--- config.mk ---
export PLATFORM = sky130hd
export DESIGN_NAME = mem_access_stage
export DESIGN_NICKNAME = d
export VERILOG_FILES = /design/src/rtl/mem_access_stage_pkg.sv /design/src/rtl/mem_access_stage_load_align.sv /design/src/rtl/mem_access_stage.sv
export SDC_FILE = /design/constraint.sdc
export NUM_CORES = 1
export LEC_CHECK = 0
export ABC_CLOCK_PERIOD_IN_PS = 1800
export CORE_UTILIZATION = 42
export DETAILED_ROUTE_END_ITERATION = 6
export GPL_TIMING_DRIVEN = 0
export PLACE_DENSITY = 0.84
export SLEW_MARGIN = 0
export SYNTH_ARGS = -nofsm -noshare
export SYNTH_HDL_FRONTEND = slang
export SYNTH_SLANG_ARGS = --single-unit
export TNS_END_PERCENT = 5
--- constraint.sdc ---
create_clock -name clk -period 1.8 [get_ports clk]
set_input_delay 0.36 -clock clk [delete_from_list [all_inputs] [get_ports clk]]
set_output_delay 0.36 -clock clk [all_outputs]
set_load 0.02 [all_outputs]
--- src/rtl/mem_access_stage_pkg.sv ---
// Shared definitions for the MEM stage: datapath widths, reset values,
// memory-op/size encodings, FSM states and byte-lane helper functions.
package mem_access_stage_pkg;

  localparam int DataSize    = 32;
  localparam int RegAddrSize = 5;

  localparam logic [DataSize-1:0]    DataBusReset = 32'h0000_0000;
  localparam logic [RegAddrSize-1:0] RegAddrReset = 5'd0;

  typedef enum logic [1:0] {
    MemOpNone  = 2'd0,
    MemOpLoad  = 2'd1,
    MemOpStore = 2'd2,
    MemOpRsvd  = 2'd3
  } mem_op_e;

  typedef enum logic [1:0] {
    MemSizeByte = 2'd0,
    MemSizeHalf = 2'd1,
    MemSizeWord = 2'd2,
    MemSizeRsvd = 2'd3
  } mem_size_e;

  typedef enum logic [1:0] {
    StIdle   = 2'd0,
    StAccess = 2'd1,
    StDone   = 2'd2
  } state_e;

  // Byte enables for an access of the given size at byte offset off.
  function automatic logic [3:0] byte_enable(input logic [1:0] size, input logic [1:0] off);
    case (size)
      MemSizeByte: byte_enable = 4'b0001 << off;
      MemSizeHalf: byte_enable = 4'b0011 << off;
      default:     byte_enable = 4'b1111;
    endcase
  endfunction

  // Store data replicated across all lanes so any enabled lane carries it.
  function automatic logic [31:0] store_lanes(input logic [1:0] size, input logic [31:0] d);
    case (size)
      MemSizeByte: store_lanes = {4{d[7:0]}};
      MemSizeHalf: store_lanes = {2{d[15:0]}};
      default:     store_lanes = d;
    endcase
  endfunction

  // Clears the address bits an access of this size may not use.
  // The reserved size behaves like a word access.
  function automatic logic [1:0] force_align(input logic [1:0] size, input logic [1:0] off);
    case (size)
      MemSizeByte: force_align = off;
      MemSizeHalf: force_align = {off[1], 1'b0};
      default:     force_align = 2'b00;
    endcase
  endfunction

  // True when the offset is illegal for the access size.
  function automatic logic misaligned(input logic [1:0] size, input logic [1:0] off);
    case (size)
      MemSizeByte: misaligned = 1'b0;
      MemSizeHalf: misaligned = off[0];
      default:     misaligned = (off != 2'b00);
    endcase
  endfunction

endpackage

--- src/rtl/mem_access_stage_load_align.sv ---
// load_align: picks the addressed byte/half lane out of a read word and
// sign- or zero-extends it to the full datapath width. Purely combinational.
module load_align
  import mem_access_stage_pkg::*;
(
  input  logic [DataSize-1:0] rdata,
  input  logic [1:0]          offset,
  input  logic [1:0]          size,
  input  logic                is_unsigned,
  output logic [DataSize-1:0] data
);

  logic [7:0]  byte_s;
  logic [15:0] half_s;

  // Lane selection followed by extension according to size and signedness.
  always_comb begin
    byte_s = 8'h00;
    half_s = 16'h0000;
    data   = DataBusReset;
    case (offset)
      2'd0:    byte_s = rdata[7:0];
      2'd1:    byte_s = rdata[15:8];
      2'd2:    byte_s = rdata[23:16];
      2'd3:    byte_s = rdata[31:24];
      default: byte_s = 8'h00;
    endcase
    if (offset[1]) begin
      half_s = rdata[31:16];
    end else begin
      half_s = rdata[15:0];
    end
    case (size)
      MemSizeByte: begin
        if (is_unsigned) begin
          data = {24'h00_0000, byte_s};
        end else begin
          data = {{24{byte_s[7]}}, byte_s};
        end
      end
      MemSizeHalf: begin
        if (is_unsigned) begin
          data = {16'h0000, half_s};
        end else begin
          data = {{16{half_s[15]}}, half_s};
        end
      end
      default: data = rdata;
    endcase
  end

endmodule

--- src/rtl/mem_access_stage.sv ---
// mem_access_stage: RISC-V MEM stage. Passes ALU results through, or performs
// byte/half/word loads and stores over a req/ack data-memory port with a
// timeout, stalling upstream while an access is outstanding.
// Optional feature macro MEM_MISALIGN_TRAP_EN: when defined, misaligned
// half/word accesses raise a bus error instead of being silently aligned.
module mem_access_stage
  import mem_access_stage_pkg::*;
#(
  parameter int DATA_W  = DataSize,
  parameter int REG_AW  = RegAddrSize,
  parameter int TIMEOUT = 15
) (
  input  logic              clk,
  input  logic              resetIn,
  input  logic              validIn,
  input  logic [DATA_W-1:0] dataIn,
  input  logic [DATA_W-1:0] storeDataIn,
  input  logic [1:0]        memOpIn,
  input  logic [1:0]        memSizeIn,
  input  logic              memUnsignedIn,
  input  logic              writeEnableIn,
  input  logic [REG_AW-1:0] writeBackAddrIn,
  output logic              stallOut,
  output logic              validOut,
  output logic              writeEnableOut,
  output logic [REG_AW-1:0] writeBackAddrOut,
  output logic [DATA_W-1:0] dataOut,
  output logic              busErrOut,
  output logic              memReq,
  output logic              memWe,
  output logic [DATA_W-1:0] memAddr,
  output logic [DATA_W-1:0] memWdata,
  output logic [3:0]        memBe,
  input  logic              memAck,
  input  logic [DATA_W-1:0] memRdata
);

  localparam int CntW = $clog2(TIMEOUT + 1);
  localparam logic [CntW-1:0] CntLast = CntW'(TIMEOUT - 1);

  state_e            state_r;
  logic [CntW-1:0]   cnt_r;
  logic [DATA_W-1:0] addr_r;
  logic [1:0]        size_r;
  logic              unsigned_r;
  logic              store_r;
  logic              we_r;
  logic [REG_AW-1:0] wbaddr_r;

  logic              valid_out_r;
  logic              we_out_r;
  logic [REG_AW-1:0] wb_out_r;
  logic [DATA_W-1:0] data_out_r;
  logic              bus_err_r;
  logic              mem_req_r;
  logic              mem_we_r;
  logic [DATA_W-1:0] mem_addr_r;
  logic [DATA_W-1:0] mem_wdata_r;
  logic [3:0]        mem_be_r;

  logic              is_load_s;
  logic              is_store_s;
  logic              is_mem_s;
  logic              trap_s;
  logic [DATA_W-1:0] eff_addr_s;
  logic [DATA_W-1:0] load_data_s;

  // Decode of the presented instruction and its effective (aligned) address.
  always_comb begin
    is_load_s  = validIn && (memOpIn == MemOpLoad);
    is_store_s = validIn && (memOpIn == MemOpStore);
    is_mem_s   = is_load_s || is_store_s;
    eff_addr_s = {dataIn[DATA_W-1:2], force_align(memSizeIn, dataIn[1:0])};
`ifdef MEM_MISALIGN_TRAP_EN
    trap_s     = misaligned(memSizeIn, dataIn[1:0]);
`else
    trap_s     = 1'b0;
`endif
  end

  // Upstream hold: a memory op waiting in IDLE, or any cycle of ACCESS.
  always_comb begin
    stallOut = ((state_r == StIdle) && is_mem_s) || (state_r == StAccess);
  end

  load_align u_load_align (
    .rdata       (memRdata),
    .offset      (addr_r[1:0]),
    .size        (size_r),
    .is_unsigned (unsigned_r),
    .data        (load_data_s)
  );

  // Stage FSM: accept in IDLE/DONE, run the memory handshake in ACCESS.
  always_ff @(posedge clk or negedge resetIn) begin
    if (!resetIn) begin
      state_r     <= StIdle;
      cnt_r       <= '0;
      addr_r      <= DataBusReset;
      size_r      <= 2'b00;
      unsigned_r  <= 1'b0;
      store_r     <= 1'b0;
      we_r        <= 1'b0;
      wbaddr_r    <= RegAddrReset;
      valid_out_r <= 1'b0;
      we_out_r    <= 1'b0;
      wb_out_r    <= RegAddrReset;
      data_out_r  <= DataBusReset;
      bus_err_r   <= 1'b0;
      mem_req_r   <= 1'b0;
      mem_we_r    <= 1'b0;
      mem_addr_r  <= DataBusReset;
      mem_wdata_r <= DataBusReset;
      mem_be_r    <= 4'b0000;
    end else begin
      bus_err_r <= 1'b0;
      case (state_r)
        StIdle, StDone: begin
          if (is_mem_s) begin
            addr_r      <= eff_addr_s;
            size_r      <= memSizeIn;
            unsigned_r  <= memUnsignedIn;
            store_r     <= is_store_s;
            we_r        <= writeEnableIn;
            wbaddr_r    <= writeBackAddrIn;
            we_out_r    <= 1'b0;
            cnt_r       <= '0;
            if (trap_s) begin
              // Illegal alignment: no bus traffic, report an error next cycle.
              valid_out_r <= 1'b1;
              bus_err_r   <= 1'b1;
              wb_out_r    <= writeBackAddrIn;
              data_out_r  <= eff_addr_s;
              state_r     <= StDone;
            end else begin
              valid_out_r <= 1'b0;
              mem_req_r   <= 1'b1;
              mem_we_r    <= is_store_s;
              mem_addr_r  <= {eff_addr_s[DATA_W-1:2], 2'b00};
              mem_be_r    <= byte_enable(memSizeIn, eff_addr_s[1:0]);
              mem_wdata_r <= store_lanes(memSizeIn, storeDataIn);
              state_r     <= StAccess;
            end
          end else if (validIn) begin
            valid_out_r <= 1'b1;
            we_out_r    <= writeEnableIn;
            wb_out_r    <= writeBackAddrIn;
            data_out_r  <= dataIn;
            state_r     <= StIdle;
          end else begin
            valid_out_r <= 1'b0;
            we_out_r    <= 1'b0;
            state_r     <= StIdle;
          end
        end
        StAccess: begin
          if (memAck) begin
            mem_req_r   <= 1'b0;
            mem_we_r    <= 1'b0;
            mem_be_r    <= 4'b0000;
            valid_out_r <= 1'b1;
            we_out_r    <= store_r ? 1'b0 : we_r;
            wb_out_r    <= wbaddr_r;
            data_out_r  <= store_r ? addr_r : load_data_s;
            cnt_r       <= '0;
            state_r     <= StDone;
          end else if (cnt_r == CntLast) begin
            // Memory never answered: abandon the request and flag an error.
            mem_req_r   <= 1'b0;
            mem_we_r    <= 1'b0;
            mem_be_r    <= 4'b0000;
            valid_out_r <= 1'b1;
            we_out_r    <= 1'b0;
            wb_out_r    <= wbaddr_r;
            data_out_r  <= addr_r;
            bus_err_r   <= 1'b1;
            cnt_r       <= '0;
            state_r     <= StDone;
          end else begin
            cnt_r <= cnt_r + {{(CntW-1){1'b0}}, 1'b1};
          end
        end
        default: begin
          state_r     <= StIdle;
          mem_req_r   <= 1'b0;
          valid_out_r <= 1'b0;
        end
      endcase
    end
  end

  assign validOut         = valid_out_r;
  assign writeEnableOut   = we_out_r;
  assign writeBackAddrOut = wb_out_r;
  assign dataOut          = data_out_r;
  assign busErrOut        = bus_err_r;
  assign memReq           = mem_req_r;
  assign memWe            = mem_we_r;
  assign memAddr          = mem_addr_r;
  assign memWdata         = mem_wdata_r;
  assign memBe            = mem_be_r;

endmodule

## Word level (Yosys, flattened, before mapping)

Cells that the tools add are included.

| storage, ports and cells | value |
|---|---|
| bits in registers | 156 |
| output and inout bits | 111 |

| cells by class | value |
|---|---|
| shift-type cells | 2 |
| multiplexer cells | 50 |
| reduce and logical (&&, ||, !) cells | 17 |
| equality and inequality tests | 14 |
| add/sub/neg operators | 1 |

Operators by type and width:

| kind | number |
|---|---|
| $mux W32 | 7 |
| $pmux W32 S2 | 3 |
| $pmux W8 S4 | 1 |
| $mux W4 | 6 |
| $pmux W4 S2 | 3 |
| $mux W5 | 4 |
| $mux W1 | 16 |
| $mux W16 | 1 |
| $eq A2 B1 Y1 const B | 5 |
| $pmux W5 S2 | 1 |
| $eq A2 B2 Y1 const B | 4 |
| $logic_not A2 Y1 | 4 |
| $pmux W1 S2 | 4 |
| $pmux W2 S2 | 2 |
| $reduce_and A2 Y1 | 4 |
| $ne A2 B2 Y1 const B | 3 |
| $add A4 B1 Y4 const B | 1 |
| $eq A4 B4 Y1 const B | 1 |
| $mux W2 | 2 |
| $reduce_and A4 Y1 | 1 |
| $shl A1 B2 Y4 const A | 1 |
| $shl A2 B2 Y4 const A | 1 |
| $logic_and A1 B1 Y1 | 3 |
| $ne A3 B2 Y1 const B | 1 |
| 4 further kinds | 5 |

## Depth between registers and ports, before layout

| logic depth | value |
|---|---|
| word-level depth | 7 |
| mapped depth | 7 |
| gate-level depth less buffers | 7 |

## Hierarchy

A second synthesis with hierarchy kept.

| unflattened totals | value |
|---|---|
| cell total of the unflattened synthesis | 781 |
| area total of the unflattened synthesis | 7223.2 sq um |

By module, submodules not included:

| module | cells an instance | area each (sq um) | sequential area each (sq um) | instances |
|---|---|---|---|---|
| mem_access_stage | 648 | 6239.7 | 3153.0 | 1 |
| load_align | 133 | 983.4 | 0.0 | 1 |

## Least setup slack after synthesis

Ideal clock, no wire load.

| path | value |
|---|---|
| path kind | reg-to-reg |
| start | register cnt_r[0] |
| end | register data_out_r[9], in the netlist dataOut[9] |
| arrival | 1.520 ns |
| setup slack | 0.141 ns |
| cell stages (with the launch flop) | 8 |
| buffers on the path | 0 |
| required time | 1.660 ns |
| cell sequence | dfrtp_1 inv_1 ha_1 and3_1 o21ai_2 clkinv_1 o21ai_0 o211ai_1 |

| on the way | value |
|---|---|
| cells in the longest elaborated chain, start to end | 3 |

RTL lines:

| element | RTL line | text |
|---|---|---|
| from (decl) | mem_access_stage.sv:42 | `logic [CntW-1:0] cnt_r;` |
| from (signal assigned) | mem_access_stage.sv:180 | `cnt_r <= cnt_r + {{(CntW-1){1'b0}}, 1'b1};` |
| $eq A4 B4 Y1 | mem_access_stage.sv:167 | `end else if (cnt_r == CntLast) begin` |
| $ne A3 B2 Y1 (no source line) | n/a |  |
| $reduce_and A4 Y1 (no source line) | n/a |  |
| to (signal assigned) | mem_access_stage.sv:148 | `data_out_r <= dataIn;` |
| to (signal assigned) | mem_access_stage.sv:164 | `data_out_r <= store_r ? addr_r : load_data_s;` |
| to (signal assigned) | mem_access_stage.sv:175 | `data_out_r <= addr_r;` |
| to (decl) | mem_access_stage.sv:53 | `logic [DATA_W-1:0] data_out_r;` |

No other way between the ends.
A chain may end at the register's enable or synchronous reset.

## Worst setup path after layout

| path | value |
|---|---|
| start | register state_r[0] |
| end | register data_out_r[25], in the netlist dataOut[25] |

| on the way | value |
|---|---|
| cells in the longest elaborated chain, start to end | 4 |
| elaborated cells on any way between the ends | 10 |
| classes of those cells | eq/ne: 5; mux: 1; reduce/logical: 4 |

RTL lines:

| element | RTL line | text |
|---|---|---|
| from (decl) | mem_access_stage.sv:41 | `state_e state_r;` |
| from (signal assigned) | mem_access_stage.sv:97 | `state_r <= StIdle;` |
| from (signal assigned) | mem_access_stage.sv:134 | `state_r <= StDone;` |
| from (signal assigned) | mem_access_stage.sv:142 | `state_r <= StAccess;` |
| $eq A2 B2 Y1 or $logic_not A2 Y1 (tied branches) | mem_access_stage.sv:117 | `case (state_r)` |
| $reduce_or A2 Y1 | mem_access_stage.sv:117 |  |
| $ne A2 B2 Y1 (no source line) or $reduce_bool A2 Y1 (tied branches) | n/a |  |
| $reduce_and A4 Y1 (no source line) | n/a |  |
| to (signal assigned) | mem_access_stage.sv:108 | `data_out_r <= DataBusReset;` |
| to (signal assigned) | mem_access_stage.sv:133 | `data_out_r <= eff_addr_s;` |
| to (signal assigned) | mem_access_stage.sv:148 |  |

Parallel ways exist; a longest one is shown, timed or not.

==> metrics.md <==
| Metric | Value |
|---|---|
| Outcome | finished with violations |
| Failing checks | negative setup slack |
| TritonCTS buffer count | 17 |
| Die ar. | 0.0167 mm² |
| Non-filler cells, final | 1132 |
| Sw power | 0.00490 W |
| # H-tree levels | 4 |
| Worst Setup End Kind | register |
| Fill cells | 1257 |
| Synth area leader | dfrtp_1 |
| Arrival @ worst endpoint | 2170 ps |
| Clk Latency, worst-skew pair | 430 ps |
| Dominant synthesized flop cell | dfrtp_1 |
| Die X | 129 µm |
| Post-synthesis register bit count | 126 |
| Sequential Power Share | 31.9% |
| P_int | 0.00868 W |
| Cell count after synthesis | 658 |
| # nets final | 1016 |
| Core box area | 0.0158 mm² |
| Delay of the slowest cell on the worst path | 440 ps |
| GR Overflow Total | 0 |
| Final ANT Viol Nets | 0 |
| DRT Pass-1 Iters | 7 |
| Slew Limit Fails | 0 |
| Netlist Area Pre-Place | 0.00681 mm² |
| Global-route wire length before repair | 35500 µm |
| Sequential fraction of the synthesis area | 46.3% |
| CP Launch Type | register |
| CP required | 2100 ps |
| Commonest cells in the netlist | dfrtp_1 (126), nand2_1 (66), o21ai_0 (43) |
| Via-to-Cell Ratio | 5.70 |
| Clk pwr share | 24.8% |
| Clock sinks | 126 |
| Endpoints failing setup | 11 |
| Site row count | 46 |
| F_max | 0.534 GHz |
| Fraction of layout cells with a size suffix above 1 | 24.5% |
| Synth cell types | 58 |
| Initial Util | 43.0% |
| Ys async rst share | 100% |
| Die Y-Extent | 129 µm |
| Largest net degree at the start of global routing | 69 |
| Leakage power | 4.51 nW |
| Mean Syn Cell Area | 10.3 µm² |
| CP top delay family | buffers and inverters |
| WL/cell | 20.5 µm |
| Inserted Diodes | 0 |
| Combinational share of power | 43.3% |
| Final hold vios | 0 |
| Rel. slew slack | 46.1% |
| DR iter-0 viols | 486 |
| Sw Share | 36.1% |
| Vias in the first global route | 6493 |
| Synth warn | 0 |
| Crit path cell chain | nor2b_1, clkbuf_1, nand2_2, clkbuf_2, o22ai_1, o31ai_2 |
| Final wirelength | 23200 µm |
| Top cell type's share of synthesized area | 46.3% |
| Number of synthesized flops with an enable pin | 0 |
| RSZ-0062 raised after global routing | yes |
| Drt drc | 0 |
| Slowest stage cell, crit path | dfrtp_1 |
| WS Path Type | reg2reg |
| Most common cell in the synthesized netlist | dfrtp_1 |
| Share of the clock period used by the worst path | 104% |
| Initial antenna violation count | 0 |
| TritonCTS clock tree | yes |
| Max Cap Viol | 0 |
| Gr usage total | 28.6% |
| Maximum clock path buffer count | 2 |
| Pre-CTS setup slack | -807 ps |
| Post-route setup slack | -74.2 ps |
| Ranking of synthesized cells by area | dfrtp_1 (46%), mux2_2 (6.4%), mux2i_1 (5.7%), buf_4 (3.9%), nand2_1 (3.6%) |
| Worst hold path class | in2reg |
| Post-DP HPWL | 17000 µm |
| Root buffer cell | clkbuf_16 |
| Setup TNS | -349 ps |
| Crit-path max FO | 10 |
| Buf/Inv on CP | 2 |
| Synth-to-layout area growth | 48.5% |
| Post-DP Area | 0.00928 mm² |
| # IOs | 222 |
| Post-route cell area | 0.0101 mm² |
| Measured slew at the worst slew-check pin | 809 ps |
| IO buf count | 217 |
| Minimum clock period | 1870 ps |
| Final Skew | 9.95 ps |
| Vias | 6452 |
| RePlAce Congestion | 0.919 |
| Worst-path clk slew | 60 ps |
| Total Power Consumption | 0.0136 W |
| Placed Cells incl. Taps | 1093 |
| Worst IR Drop VDD | 947 µV |
| PwrDens | 1340 mW/mm² |
power groups by stage:
stage / clock [W] / combinational [W] / sequential (W)
3_3_place_gp: 0 / 0.00562 / 0.00433
6_report: 0.00337 / 0.00588 / 0.00433
2_1_floorplan: 0 / 0.00243 / 0.00497
4_1_cts: 0.00341 / 0.00584 / 0.00433
3_5_place_dp: 0 / 0.00572 / 0.00435
5_1_grt: 0.00354 / 0.00624 / 0.00444
flip-flops by register name, indices dropped and copies added, names as in the netlist, 2 cells and up:
| signal | flops |
|---|---|
| dataOut | 32 |
| memWdata | 32 |
| addr_r | 31 |
| wbaddr_r | 5 |
| writeBackAddrOut | 5 |
| cnt_r | 4 |
| memBe | 4 |
| size_r | 2 |
| state_r | 2 |
cell families after synthesis:
logic type / share of synthesized area, %
compound gates: 19.0
xor+xnor: 0.496
fa+ha+maj: 0.367
buf+inv: 7.46
flops: 46.3
mux: 14.2
other cells: 0.0551
simple gates: 12.2
final cells by class:
class	instances	area, µm²	area share (%)
multi-input cells	445	3320	32.8
flip-flops and latches	126	3150	31.2
repair buffers	226	2240	22.1
plain buffers	83	541	5.34
clock buffers	26	489	4.84
well taps	216	270	2.67
clock inverters	6	82.6	0.817
inverters	4	16.3	0.161
metrics by stage:
| step | hold WS [ps] | util (%) |
|---|---|---|
| floorplan | 64.4 | - |
| global placement | 459 | 58.5 |
| detailed placement | 369 | 58.7 |
| CTS | 236 | 63.3 |
| global route | 260 | 63.9 |
| finish | 251 | 63.9 |
metal layers:
layer | track usage, % | up-vias | wire [µm]
li1 | - | 2877 | -
met4 | 12.2 | 0 | 600
met1 | 33.3 | 3162 | 8850
met5 | 0 | - | 0
met2 | 47.4 | 361 | 11200
met3 | 10.4 | 52 | 2510
cells in the final DEF (no fill, tap or decap), types with 9 or more instances in the layout:
| cell type | instances |
|---|---|
| clkbuf_2 | 12 |
| mux2_2 | 39 |
| a22o_1 | 10 |
| dlymetal6s2s_1 | 18 |
| o31ai_2 | 10 |
| buf_4 | 70 |
| and2_1 | 9 |
| clkbuf_16 | 17 |
| nor2_1 | 36 |
| mux2i_1 | 37 |
| o22ai_1 | 24 |
| clkbuf_1 | 18 |
| nand2_1 | 65 |
| clkdlybuf4s50_1 | 161 |
| mux2_1 | 12 |
| dfrtp_1 | 126 |
| a221o_1 | 16 |
| nor3_2 | 10 |
| o21ai_0 | 43 |
| buf_2 | 15 |
| nor3_1 | 11 |
| a21oi_1 | 31 |
final timing paths:
| kind | start | to | slack [ps] | cells past startpoint |
|---|---|---|---|---|
| max | state_r[0] | dataOut[25] | -70 | 6 |
| min in group asynchronous | resetIn | memWdata[5] | 470 | 2 |
| max in group asynchronous | resetIn | state_r[1] | 570 | 3 |
| max reg2reg | state_r[0] | dataOut[25] | -70 | 6 |
| min | memAck | busErrOut | 250 | 2 |
| min reg2reg | dataOut[16] | dataOut[16] | 470 | 2 |
what timing repair did:
action                     CTS  global route
hold endpoints to repair    58             0
setup buffers                6             1
pin swaps                    5             3
setup endpoints to repair  103            72
hold buffers                 1             0
gates resized for setup     88            39
Power figures use the tool's default switching activity.
